===== config.mk =====
export PLATFORM = sky130hd
export DESIGN_NAME = rr_grant_ctrl_flat
export DESIGN_NICKNAME = d
export VERILOG_FILES = /design/src/rtl/rr_grant_ctrl_if.sv /design/src/rtl/rr_grant_ctrl.sv /design/src/flat_wrapper.sv
export SDC_FILE = /design/constraint.sdc
export NUM_CORES = 1
export LEC_CHECK = 0
export CAP_MARGIN = 20
export CORE_UTILIZATION = 40
export CTS_CLUSTER_DIAMETER = 50
export DETAILED_ROUTE_END_ITERATION = 8
export PLACE_DENSITY_LB_ADDON = 0.08
export SLEW_MARGIN = 20
export SYNTH_ARGS = -nofsm -noshare
export SYNTH_HDL_FRONTEND = slang
export SYNTH_SLANG_ARGS = --single-unit

===== constraint.sdc =====
create_clock -name clk_i -period 1.81 [get_ports clk_i]
set_clock_uncertainty 0.1 [all_clocks]
set_input_delay 0.362 -clock clk_i [delete_from_list [all_inputs] [get_ports clk_i]]
set_output_delay 0.362 -clock clk_i [all_outputs]
set_load 0.01 [all_outputs]

===== src/rtl/rr_grant_ctrl_if.sv =====
`default_nettype none
// ============================================================================
//  Module      : rr_grant_ctrl_if
//  Description : Request/grant bundle between four requesters and the
//                round-robin grant controller.
//  Revision    : 1.0 - initial release
// ============================================================================
interface rr_grant_ctrl_if;
    logic [3:0] req;
    logic       done;
    logic [3:0] gnt;
    logic [1:0] gnt_id;
    logic       gnt_valid;
    logic       timeout;

    // Requester side drives req/done and observes the grant.
    modport master (
        output req,
        output done,
        input  gnt,
        input  gnt_id,
        input  gnt_valid,
        input  timeout
    );

    // Arbiter side.
    modport slave (
        input  req,
        input  done,
        output gnt,
        output gnt_id,
        output gnt_valid,
        output timeout
    );
endinterface
`default_nettype wire


===== src/rtl/rr_grant_ctrl.sv =====
`default_nettype none
// ============================================================================
//  Module      : rr_grant_ctrl
//  Description : Four-way round-robin arbiter with per-grant hold limit and a
//                one-cycle gap between consecutive grants.
//  Revision    : 1.0 - initial release
// ============================================================================
module rr_grant_ctrl #(
    parameter int MAX_HOLD = 15
) (
    input  wire logic     clk_i,
    input  wire logic     rst_ni,
    rr_grant_ctrl_if.slave bus
);

    typedef enum logic [1:0] {
        IDLE  = 2'd0,
        GRANT = 2'd1,
        GAP   = 2'd2
    } state_t;

    localparam logic [7:0] HOLD_LAST = 8'(MAX_HOLD - 1);

    state_t     state_q, state_d;
    logic [1:0] ptr_q, ptr_d;
    logic [7:0] hold_cnt_q, hold_cnt_d;
    logic [3:0] gnt_q, gnt_d;
    logic [1:0] gnt_id_q, gnt_id_d;
    logic       gnt_valid_q, gnt_valid_d;
    logic       timeout_q, timeout_d;

    logic       w_win_found;
    logic [1:0] w_win_idx;
    logic       w_release;
    logic       w_hold_expired;

    // Search ptr+1 .. ptr+4 (wrapping), so the last grantee ranks lowest.
    always_comb begin
        logic [1:0] cand;
        w_win_found = 1'b0;
        w_win_idx   = ptr_q;
        cand        = ptr_q;
        for (int k = 1; k <= 4; k++) begin
            cand = ptr_q + 2'(k);
            if (!w_win_found && bus.req[cand]) begin
                w_win_found = 1'b1;
                w_win_idx   = cand;
            end
        end
    end

    assign w_release      = bus.done || !bus.req[gnt_id_q];
    assign w_hold_expired = (hold_cnt_q == HOLD_LAST);

    always_comb begin
        state_d     = state_q;
        ptr_d       = ptr_q;
        hold_cnt_d  = hold_cnt_q;
        gnt_d       = gnt_q;
        gnt_id_d    = gnt_id_q;
        gnt_valid_d = gnt_valid_q;
        timeout_d   = 1'b0;

        case (state_q)
            IDLE, GAP: begin
                if (w_win_found) begin
                    state_d     = GRANT;
                    gnt_d       = 4'b0001 << w_win_idx;
                    gnt_id_d    = w_win_idx;
                    gnt_valid_d = 1'b1;
                    ptr_d       = w_win_idx;
                    hold_cnt_d  = 8'd0;
                end else begin
                    state_d     = IDLE;
                    gnt_d       = 4'b0000;
                    gnt_valid_d = 1'b0;
                end
            end
            GRANT: begin
                // Release outranks the hold limit, so a coincident expiry
                // produces no timeout pulse.
                if (w_release) begin
                    state_d     = GAP;
                    gnt_d       = 4'b0000;
                    gnt_valid_d = 1'b0;
                end else if (w_hold_expired) begin
                    state_d     = GAP;
                    gnt_d       = 4'b0000;
                    gnt_valid_d = 1'b0;
                    timeout_d   = 1'b1;
                end else begin
                    hold_cnt_d  = hold_cnt_q + 8'd1;
                end
            end
            default: begin
                state_d     = IDLE;
                gnt_d       = 4'b0000;
                gnt_valid_d = 1'b0;
            end
        endcase
    end

    always_ff @(posedge clk_i) begin
        if (!rst_ni) begin
            state_q     <= IDLE;
            ptr_q       <= 2'd3;
            hold_cnt_q  <= 8'd0;
            gnt_q       <= 4'b0000;
            gnt_id_q    <= 2'd0;
            gnt_valid_q <= 1'b0;
            timeout_q   <= 1'b0;
        end else begin
            state_q     <= state_d;
            ptr_q       <= ptr_d;
            hold_cnt_q  <= hold_cnt_d;
            gnt_q       <= gnt_d;
            gnt_id_q    <= gnt_id_d;
            gnt_valid_q <= gnt_valid_d;
            timeout_q   <= timeout_d;
        end
    end

    assign bus.gnt       = gnt_q;
    assign bus.gnt_id    = gnt_id_q;
    assign bus.gnt_valid = gnt_valid_q;
    assign bus.timeout   = timeout_q;

endmodule
`default_nettype wire

===== src/flat_wrapper.sv =====
// flat-port wrapper written by rule: the top's interface ports become plain ports
module rr_grant_ctrl_flat 
#(
    parameter int MAX_HOLD = 15
)
  (clk_i, rst_ni, bus_req, bus_done, bus_gnt, bus_gnt_id, bus_gnt_valid, bus_timeout);
  rr_grant_ctrl_if bus_i ();
  input  wire logic clk_i;
  input  wire logic rst_ni;
  input wire logic [$bits(bus_i.req)-1:0] bus_req;
  input wire logic [$bits(bus_i.done)-1:0] bus_done;
  output wire logic [$bits(bus_i.gnt)-1:0] bus_gnt;
  output wire logic [$bits(bus_i.gnt_id)-1:0] bus_gnt_id;
  output wire logic [$bits(bus_i.gnt_valid)-1:0] bus_gnt_valid;
  output wire logic [$bits(bus_i.timeout)-1:0] bus_timeout;
  assign bus_i.req = bus_req;
  assign bus_i.done = bus_done;
  assign bus_gnt = bus_i.gnt;
  assign bus_gnt_id = bus_i.gnt_id;
  assign bus_gnt_valid = bus_i.gnt_valid;
  assign bus_timeout = bus_i.timeout;
  rr_grant_ctrl #(.MAX_HOLD(MAX_HOLD)) u_core (.clk_i(clk_i), .rst_ni(rst_ni), .bus(bus_i));
endmodule

* Word-level counts from Yosys, hierarchy flattened
Cells that the tools add are included.
** Storage, ports and cells
- Bits in registers :: 20
- Bits of input ports :: 7
- Output and inout port bits :: 8
- Logic and storage cells :: 75
** Operators by class
- Add/sub/neg operators :: 4
- Order comparisons :: 5
- Equality and inequality tests :: 7
- Shift operators :: 1
- Muxes and demuxes :: 35
- Bitwise gates (word level) :: 2
- Reduce and logical (&&, ||, !) cells :: 14
** Operators with widths (number)
- two-way mux 8 bit :: 3
- one-hot mux 8 bit (2 select lines) :: 1
- < comparator 2 x 3 -> 1 bit, second input constant :: 5
- two-way mux 1 bit :: 14
- two-way mux 2 bit :: 6
- two-way mux 4 bit :: 3
- binary-select mux 1 bit (select 2 bit) :: 5
- adder 8 x 1 -> 8 bit, second input constant :: 1
- equality test 8 x 4 -> 1 bit, second input constant :: 1
- one-hot mux 4 bit (2 select lines) :: 1
- adder 2 bit, second input constant :: 2
- zero test 1 bit :: 4
- != test 2 bit, second input constant :: 2
- one-hot mux 2 bit (2 select lines) :: 1
- AND reduction 4 bit :: 1
- << shifter 1 x 2 -> 4 bit, first input constant :: 1
- logical AND 1 bit :: 3
- != test 3 x 1 -> 1 bit, second input constant :: 1
- OR reduction 3 bit :: 1
- adder 2 x 1 -> 2 bit, second input constant :: 1
- equality test 2 x 1 -> 1 bit, second input constant :: 1
- equality test 2 bit, second input constant :: 1
- zero test 2 bit :: 1
- != test 2 x 1 -> 1 bit, second input constant :: 1
- other kinds (6) :: 7

* Longest topological paths before layout
Gate-level depths: netlist of the first run.
- Depth in word-level cells :: 16
- Depth in mapped cells :: 6
- Depth with buffers taken out :: 5

* Worst setup path after synthesis of the first run
OpenSTA, ideal clock, no wires.
- Kind :: register to register
- Start :: register u_core.hold_cnt_q[0]
- End :: register u_core.hold_cnt_q[5]
- Library setup time :: 0.070 ns
- Arrival time :: 1.556 ns
- Required time :: 1.640 ns
- Slack :: 0.084 ns
- Stages on the path, launching flop included :: 7
- Buffers on the path :: 1
- Period minus slack after synthesis :: 1.726 ns
- Path through :: dfxtp_1 inv_1 ha_1 a31o_1 buf_6 or4_1 a21boi_1
** Between the ends
- Longest elaborated chain between the ends :: 4
- Elaborated cells on any way between the ends :: 7
- Those cells by class :: add/sub: 1; eq/ne: 2; mux: 3; reduce/logical: 1
** Ends and longest elaborated chain
- start: declaration :: RTL line rr_grant_ctrl.sv:26 : logic [7:0] hold_cnt_q, hold_cnt_d;
- start signal: assignment :: RTL line rr_grant_ctrl.sv:115 : hold_cnt_q <= hold_cnt_d;
- adder 8 x 1 -> 8 bit :: RTL line rr_grant_ctrl.sv:92 : hold_cnt_d = hold_cnt_q + 8'd1;
- two-way mux 8 bit :: RTL line rr_grant_ctrl.sv:86 : end else if (w_hold_expired) begin
- two-way mux 8 bit :: RTL line rr_grant_ctrl.sv:82 : if (w_release) begin
- one-hot mux 8 bit (2 select lines) :: RTL line rr_grant_ctrl.sv:64 : case (state_q)
Parallel ways exist; a longest one is shown, timed or not. The select of a mux whose other input is x is not followed.
A chain may end at the register's enable or synchronous reset.

* Worst setup path after layout of the first run
- Start :: input port bus_done
- End :: register u_core.hold_cnt_q[3]
** Between the ends
- Longest elaborated chain between the ends :: 3
** Ends and longest elaborated chain
- start: declaration :: RTL line flat_wrapper.sv:11 : input wire logic [$bits(bus_i.done)-1:0] bus_done;
- logical OR 1 bit :: RTL line rr_grant_ctrl.sv:52 : assign w_release = bus.done || !bus.req[gnt_id_q];
- != test 2 bit (no source line)
- AND reduction 4 bit (no source line)
Every way passes these cells.

==> results of run 1 <==
## power groups by stage
stage / sequential, µW / combinational [µW] / clock, µW
2_1_floorplan: 477 / 114 / 0
3_3_place_gp: 473 / 238 / 0
3_5_place_dp: 473 / 242 / 0
4_1_cts: 464 / 242 / 232
5_1_grt: 471 / 279 / 245
6_report: 467 / 251 / 220
## worst max path at each step
| stage | to | slack, ns | startpoint |
|---|---|---|---|
| after floorplan | u_core.hold_cnt_q[5] | 0.08 | u_core.hold_cnt_q[0] |
| after global placement | u_core.bus.gnt[3] | -0.39 | bus_req[0] |
| after detailed placement | u_core.hold_cnt_q[3] | -0.39 | bus_req[3] |
| after CTS | u_core.hold_cnt_q[4] | 0.003 | bus_done |
| after global routing | bus_gnt_id[0] | 0.005 | u_core.bus.gnt_id[0] |
| final | u_core.hold_cnt_q[3] | 0.04 | bus_done |
## layer usage
metal	global-route usage, %	up-vias	part of all wire [%]
met5	0	-	0
met4	7.66	0	0.59
met3	3.22	2	3.7
met2	30.8	17	44
met1	30.0	459	52
li1	-	500	-
## cells by family (layout without fill, tap and decap cells)
group,after synthesis,count (layout)
and+or+nand+nor,50,50
AOI/OAI and AO/OA,32,32
adders and majority gates,2,2
DFF,19,19
buffers and inverters,7,42
muxes,4,4
## through the flow
stage	area [µm²]	std cells	worst slack [ns]	utilization, %	setup TNS, ns
floorplan	1000	114	0.0837	-	0
global placement	1300	173	-0.394	57.3	-4.32
detailed placement	1300	173	-0.394	57.3	-4.93
CTS	1330	177	0.00348	58.3	0
global route	1350	177	0.00507	59.4	0
finish	1350	177	0.0394	59.4	0
## layout make-up
class                   count  area [µm²]
clock buffers               4        26.3
fillers                   198         925
inverters                   4        15.0
multi-input cells          88         606
flip-flops and latches     19         380
well taps                  28        35.0
repair buffers             34         289
## cell usage in the layout (no fill, tap or decap), types with 2 or more instances in the layout
cell type,count
clkdlybuf4s50_1,10
o21a_1,4
a21oi_1,5
or2_2,2
mux2i_1,3
dlygate4sd2_1,3
o31ai_1,3
nor4_1,3
buf_4,20
clkbuf_4,3
nand2b_1,6
dfxtp_1,19
a21boi_1,3
nand3_1,2
nor2_1,7
o21ai_0,4
a32o_1,2
ha_1,2
and2_1,2
inv_1,4
or4_1,3
nand2_1,8
nor3_1,4
o211ai_1,2
nand4_1,2
a31oi_1,3
## flip-flops by register name, summed over array words and instances (netlist names)
name and flops:
u_core.bus.gnt 4, u_core.bus.timeout 1, u_core.hold_cnt_q 8, u_core.bus.gnt_id 2, u_core.ptr_q 2, u_core.state_q 2
## worst max-delay path: stages
cell and delay, ns:
clkdlybuf4s50_1 0.42, or2_4 0.25, o22a_4 0.22, or4_1 0.51, a21boi_1 0.14
## what timing repair did
action | 4_1_cts | 5_1_grt
pin swaps | 0 | 2
endpoints found under the setup margin | 7 | 8
resized for setup | 5 | 6
==> summary.txt, run 1 <==
Synthesis
  • Largest family of logic cells by synthesized area: simple AND/OR/NAND/NOR gates
  • Number of synthesized flops with an enable pin: 0
  • Mapped cell area: 1000 µm²
  • Synth Area in Compound Gates: 22.5%
  • Leading cell types by count after synthesis: 19 x dfxtp_1, 8 x nand2_1, 7 x nand2b_1, 7 x nor2_1, 5 x a21oi_1
  • Synth warn: 0
  • Mux contribution to synthesized area: 4.01%
  • Main flop type after synthesis: dfxtp_1
  • Share of the synthesized area in the top cell type: 38.0%
  • Most common cell in the synthesized netlist: dfxtp_1
  • Synth Area in Adders: 2.50%
  • Syn nets: 123
  • Syn Area/Cell: 8.77 µm²
  • Area leader, netlist: dfxtp_1
  • Mapped Cells: 114
  • Simple-gate share of the synthesized area: 29.3%
  • Sequential element share of the synthesized area: 38.0%
  • Largest cells by area after synthesis: dfxtp_1 38%, nand2b_1 4.4%, mux2i_1 4.0%
  • Post-synth ARST share: 0%
  • Xor/xnor share of the synthesized area: 0%
  • Flop and latch count out of synthesis: 19
  • Post-synthesis cell type count: 40

Power
  • Psw: 274 µW
  • Sequential power share: 49.8%
  • Comb power frac: 26.8%
  • P_int: 664 µW
  • Clk network pwr share: 23.5%
  • Net Sw Frac: 29.2%
  • Power Total: 938 µW
  • Peak VDD IR: 0.000458 V
  • LEAKAGE: 0.000528 µW
  • Cell Pwr Density: 694 mW/mm²

Worst setup path
  • CP Class: in2reg
  • CP endpoint kind: flip-flop
  • RR Startpoint: u_core.bus.gnt_id[1]
  • Worst setup SP type: input pin
  • Crit path required time: 1.94 ns
  • Critical R2R Capture: u_core.hold_cnt_q[3]
  • Worst Path Max Fanout: 8
  • R2r worst-path depth: 4
  • R2R setup slack: 0.13 ns
  • Data arrival, critical path: 1.91 ns

Min path
  • Worst min-delay path endpoint: u_core.bus.gnt[1]
  • Hold-critical path depth: 1
  • Min-delay worst type: reg2reg
  • Hold path start: u_core.bus.gnt[1]

GRT
  • Largest net degree at the start of global routing: 12
  • Vias in the first global route: 900
  • Initial antenna violation count: 0
  • Global-route wire length before repair: 4190 µm
  • All-Layer GR Usage: 20.8%
  • GRT Residual Overflow: 0

Finish
  • Layout cells sized above 1: 23.5%
  • P&R area growth vs syn: 35.2%
  • Ant diodes: 0
  • Number of nets at the end of the flow: 159

Clocking
  • Root buf cell: clkbuf_4
  • Clock Pin Slew Worst Setup and Hold Paths: 0.11 ns
  • Cts hold-fix bufs: 0
  • Max Root-Sink Buffers: 2
  • TritonCTS Buffers: 3
  • H-tree depth: 1
  • CTS tree: done
  • Postcts setup bufs: 0
  • # clock sinks: 19
  • Clock latency at the later pin of the worst-skew pair: 0.30 ns

Route
  • Routed WL per cell: 13.5 µm
  • Drt drc: 0
  • Via density: 5.53
  • Iter 0 DRT Violations: 22
  • Total number of vias: 978
  • Post-route ant nets: 0
  • DRT Pass-1 Iters: 4
  • WL final: 2380 µm

STA
  • Final period util: 97.8%
  • Fmax: 565 MHz
  • Worst hold slack: 0.387 ns
  • Setup-violating endpoint count in the final report: 0
  • RSZ-0062 raised after global routing: false
  • Fin crit period: 1.77 ns
  • Hold Vio Cnt, Final: 0
  • Max Slew Vio Count: 0
  • Slew @ Worst Pin: 0.341 ns
  • Slew HR: 77.0%

Run
  • Max cap viols: 0

Floorplan
  • Die Ht: 52.0 µm
  • Total die area: 0.00270 mm²
  • I/O pin count: 15
  • Initial Util: 43.9%
  • Rows: 17
  • Placeable core area: 0.00228 mm²
  • Die width: 52.0 µm

Placed design
  • Placer Congestion: 0.859
  • HPWL after detailed placement: 1840 µm
  • Port Buffer Count: 14

Outcome
  • Status: finished clean
No activity file was read; power rests on OpenSTA's default activity.
==> run 2, diff against run 1 <==
--- a/config.mk
+++ b/config.mk
@@ -9,7 +9,9 @@
 export CORE_UTILIZATION = 40
 export CTS_CLUSTER_DIAMETER = 50
 export DETAILED_ROUTE_END_ITERATION = 8
+export MAX_ROUTING_LAYER = met4
 export PLACE_DENSITY_LB_ADDON = 0.08
+export REMOVE_ABC_BUFFERS = 1
 export SLEW_MARGIN = 20
 export SYNTH_ARGS = -nofsm -noshare
 export SYNTH_HDL_FRONTEND = slang
==> summary.txt, run 2 (synthesis results as in run 1) <==
STA
  • Max Slew Vio Count: 0 (unchanged)
  • Slew @ Worst Pin: 0.345 ns (was 0.341 ns)
  • Setup slack after layout: 0.0166 ns (was 0.0394 ns)
  • Post-route setup TNS: 0 ns (unchanged)
  • Hold Vio Cnt, Final: 0 (unchanged)
  • Fin crit period: 1.79 ns (was 1.77 ns)
  • Slew HR: 76.7% (was 77.0%)
  • Fmax: 558 MHz (was 565 MHz)
  • RSZ-0062 raised after global routing: false (unchanged)
  • Final period util: 99.1% (was 97.8%)
  • Setup-violating endpoint count in the final report: 0 (unchanged)

Clocking
  • Root buf cell: clkbuf_4 (unchanged)
  • Max Root-Sink Buffers: 2 (unchanged)
  • Clock latency at the later pin of the worst-skew pair: 0.31 ns (was 0.30 ns)
  • Clock Pin Slew Worst Setup and Hold Paths: 0.12 ns (was 0.11 ns)
  • # clock sinks: 19 (unchanged)
  • Cts hold-fix bufs: 0 (unchanged)
  • CTS tree: done (unchanged)
  • H-tree depth: 1 (unchanged)
  • TritonCTS Buffers: 3 (unchanged)

Worst setup path
  • CP endpoint kind: flip-flop (unchanged)
  • RR Startpoint: u_core.hold_cnt_q[0] (was u_core.bus.gnt_id[1])
  • Worst Setup SP: bus_req[2] (was bus_done)
  • Cell Chain, Critical Path: clkdlybuf4s50_1, mux2i_2, o22a_2, or4_1, a21boi_1 (was clkdlybuf4s50_1, or2_4, o22a_4, or4_1, a21boi_1)
  • Worst Path Max Fanout: 6 (was 8)
  • Critical path's largest stage delay: 0.52 ns (was 0.51 ns)
  • R2r worst-path depth: 5 (was 4)
  • CP Class: in2reg (unchanged)
  • Data arrival, critical path: 1.93 ns (was 1.91 ns)
  • Crit path required time: 1.95 ns (was 1.94 ns)
  • Crit-path slowest cell: clkdlybuf4s50_1 (was or4_1)
  • Worst setup SP type: input pin (unchanged)

GRT
  • All-Layer GR Usage: 21.8% (was 20.8%)
  • Global-route wire length before repair: 4150 µm (was 4190 µm)
  • Vias in the first global route: 962 (was 900)
  • Initial antenna violation count: 0 (unchanged)
  • Largest net degree at the start of global routing: 13 (was 12)
  • GRT Residual Overflow: 0 (unchanged)

Power
  • Power Total: 950 µW (was 938 µW)
  • Cell Pwr Density: 691 mW/mm² (was 694 mW/mm²)
  • Comb power frac: 26.8% (about the same)
  • Sequential power share: 49.0% (was 49.8%)
  • Psw: 289 µW (was 274 µW)
  • Net Sw Frac: 30.4% (was 29.2%)
  • LEAKAGE: 0.000536 µW (was 0.000528 µW)
  • P_int: 661 µW (was 664 µW)
  • Clk network pwr share: 24.2% (was 23.5%)
  • Peak VDD IR: 0.000419 V (was 0.000458 V)

Route
  • Total number of vias: 1012 (was 978)
  • WL final: 2550 µm (was 2380 µm)
  • Routed WL per cell: 14.2 µm (was 13.5 µm)
  • DRT Pass-1 Iters: 4 (unchanged)
  • Drt drc: 0 (unchanged)
  • Iter 0 DRT Violations: 20 (was 22)
  • Via density: 5.62 (was 5.53)
  • Post-route ant nets: 0 (unchanged)

Floorplan
  • Placeable core area: 0.00228 mm² (unchanged)
  • Rows: 17 (unchanged)
  • Die Ht: 52.0 µm (unchanged)
  • Die width: 52.0 µm (unchanged)
  • I/O pin count: 15 (unchanged)
  • Initial Util: 43.9% (unchanged)
  • Total die area: 0.00270 mm² (unchanged)

Run
  • Max cap viols: 0 (unchanged)

Min path
  • Hold path start: u_core.bus.gnt[1] (unchanged)
  • Min-delay worst type: reg2reg (unchanged)
  • Hold-critical path depth: 1 (unchanged)

Placed design
  • Placer Congestion: 0.846 (was 0.859)
  • Dpl ws: -0.388 ns (was -0.394 ns)
  • Placed inst area: 0.00130 mm² (unchanged)
  • Placed instance count: 173 (unchanged)
  • Port Buffer Count: 14 (unchanged)
  • HPWL after detailed placement: 1930 µm (was 1840 µm)

Finish
  • Final Instance Count excl. Fillers: 180 (was 177)
  • Number of nets at the end of the flow: 162 (was 159)
  • Layout cells sized above 1: 27.6% (was 23.5%)
  • P&R area growth vs syn: 37.5% (was 35.2%)
  • Commonest non-fill, non-tap cell in the layout: buf_4 (unchanged)
  • Most frequent cells in the layout: 22 x buf_4, 18 x dfxtp_1, 11 x clkdlybuf4s50_1 (was 20 x buf_4, 19 x dfxtp_1, 10 x clkdlybuf4s50_1)
  • Final Cell Area: 0.00138 mm² (was 0.00135 mm²)
  • Largest Register: u_core.hold_cnt_q (unchanged)
  • Ant diodes: 0 (unchanged)
  • Max reg flops: 8 (unchanged)

Outcome
  • Status: finished clean (unchanged)
## run 2: power groups by stage
stage          combinational, µW  clock, µW  sequential, µW
6_report                     255        230             465
3_3_place_gp                 229          0             472
3_5_place_dp                 234          0             473
5_1_grt                      277        254             468
2_1_floorplan                104          0             477
4_1_cts                      250        236             464
## run 2: per-layer routing
| metal | track usage, % | vias to the layer above | part of all wire, % | wire length, µm |
|---|---|---|---|---|
| li1 | - | 506 | - | - |
| met1 | 23.7 | 480 | 43 | 1090 |
| met2 | 39.3 | 22 | 53 | 1340 |
| met3 | 2.63 | 4 | 2.9 | 74 |
| met4 | 9.46 | 0 | 1.5 | 38 |
| met5 | - | - | 0 | 0 |
## run 2: repair_timing
action	in CTS	in global routing
setup endpoints to repair	6	5
gates resized for setup	7	6
buffers inserted	3	0
pin swaps	1	1
## run 2: cell type report
type,count,area [µm²]
fillers,205,901
multi-input cells,88,606
flip-flops and latches,19,382
repair buffers,37,310
well taps,28,35.0
clock buffers,3,22.5
inverters,4,15.0
clock inverters,1,5.00
## run 2: worst max-delay path: cells and delay by family
family	cells	cell delay [ns]
muxes	1	0.10
buffers and inverters	1	0.52
and+or+nand+nor	1	0.52
AOI/OAI and AO/OA	2	0.42
## run 2: stage by stage
step | util, % | hold WS [ns]
after global placement | 57.3 | 0.348
after global routing | 60.4 | 0.399
after CTS | 59.9 | 0.382
final | 60.4 | 0.380
after floorplan | - | 0.338
after detailed placement | 57.3 | 0.359
## run 2: final timing paths
check	to	slack (ns)
worst max register to register	u_core.hold_cnt_q[4]	0.06
worst max-delay path	u_core.hold_cnt_q[4]	0.02
worst min register to register	u_core.bus.gnt[1]	0.38
worst min-delay path	u_core.bus.gnt[1]	0.38
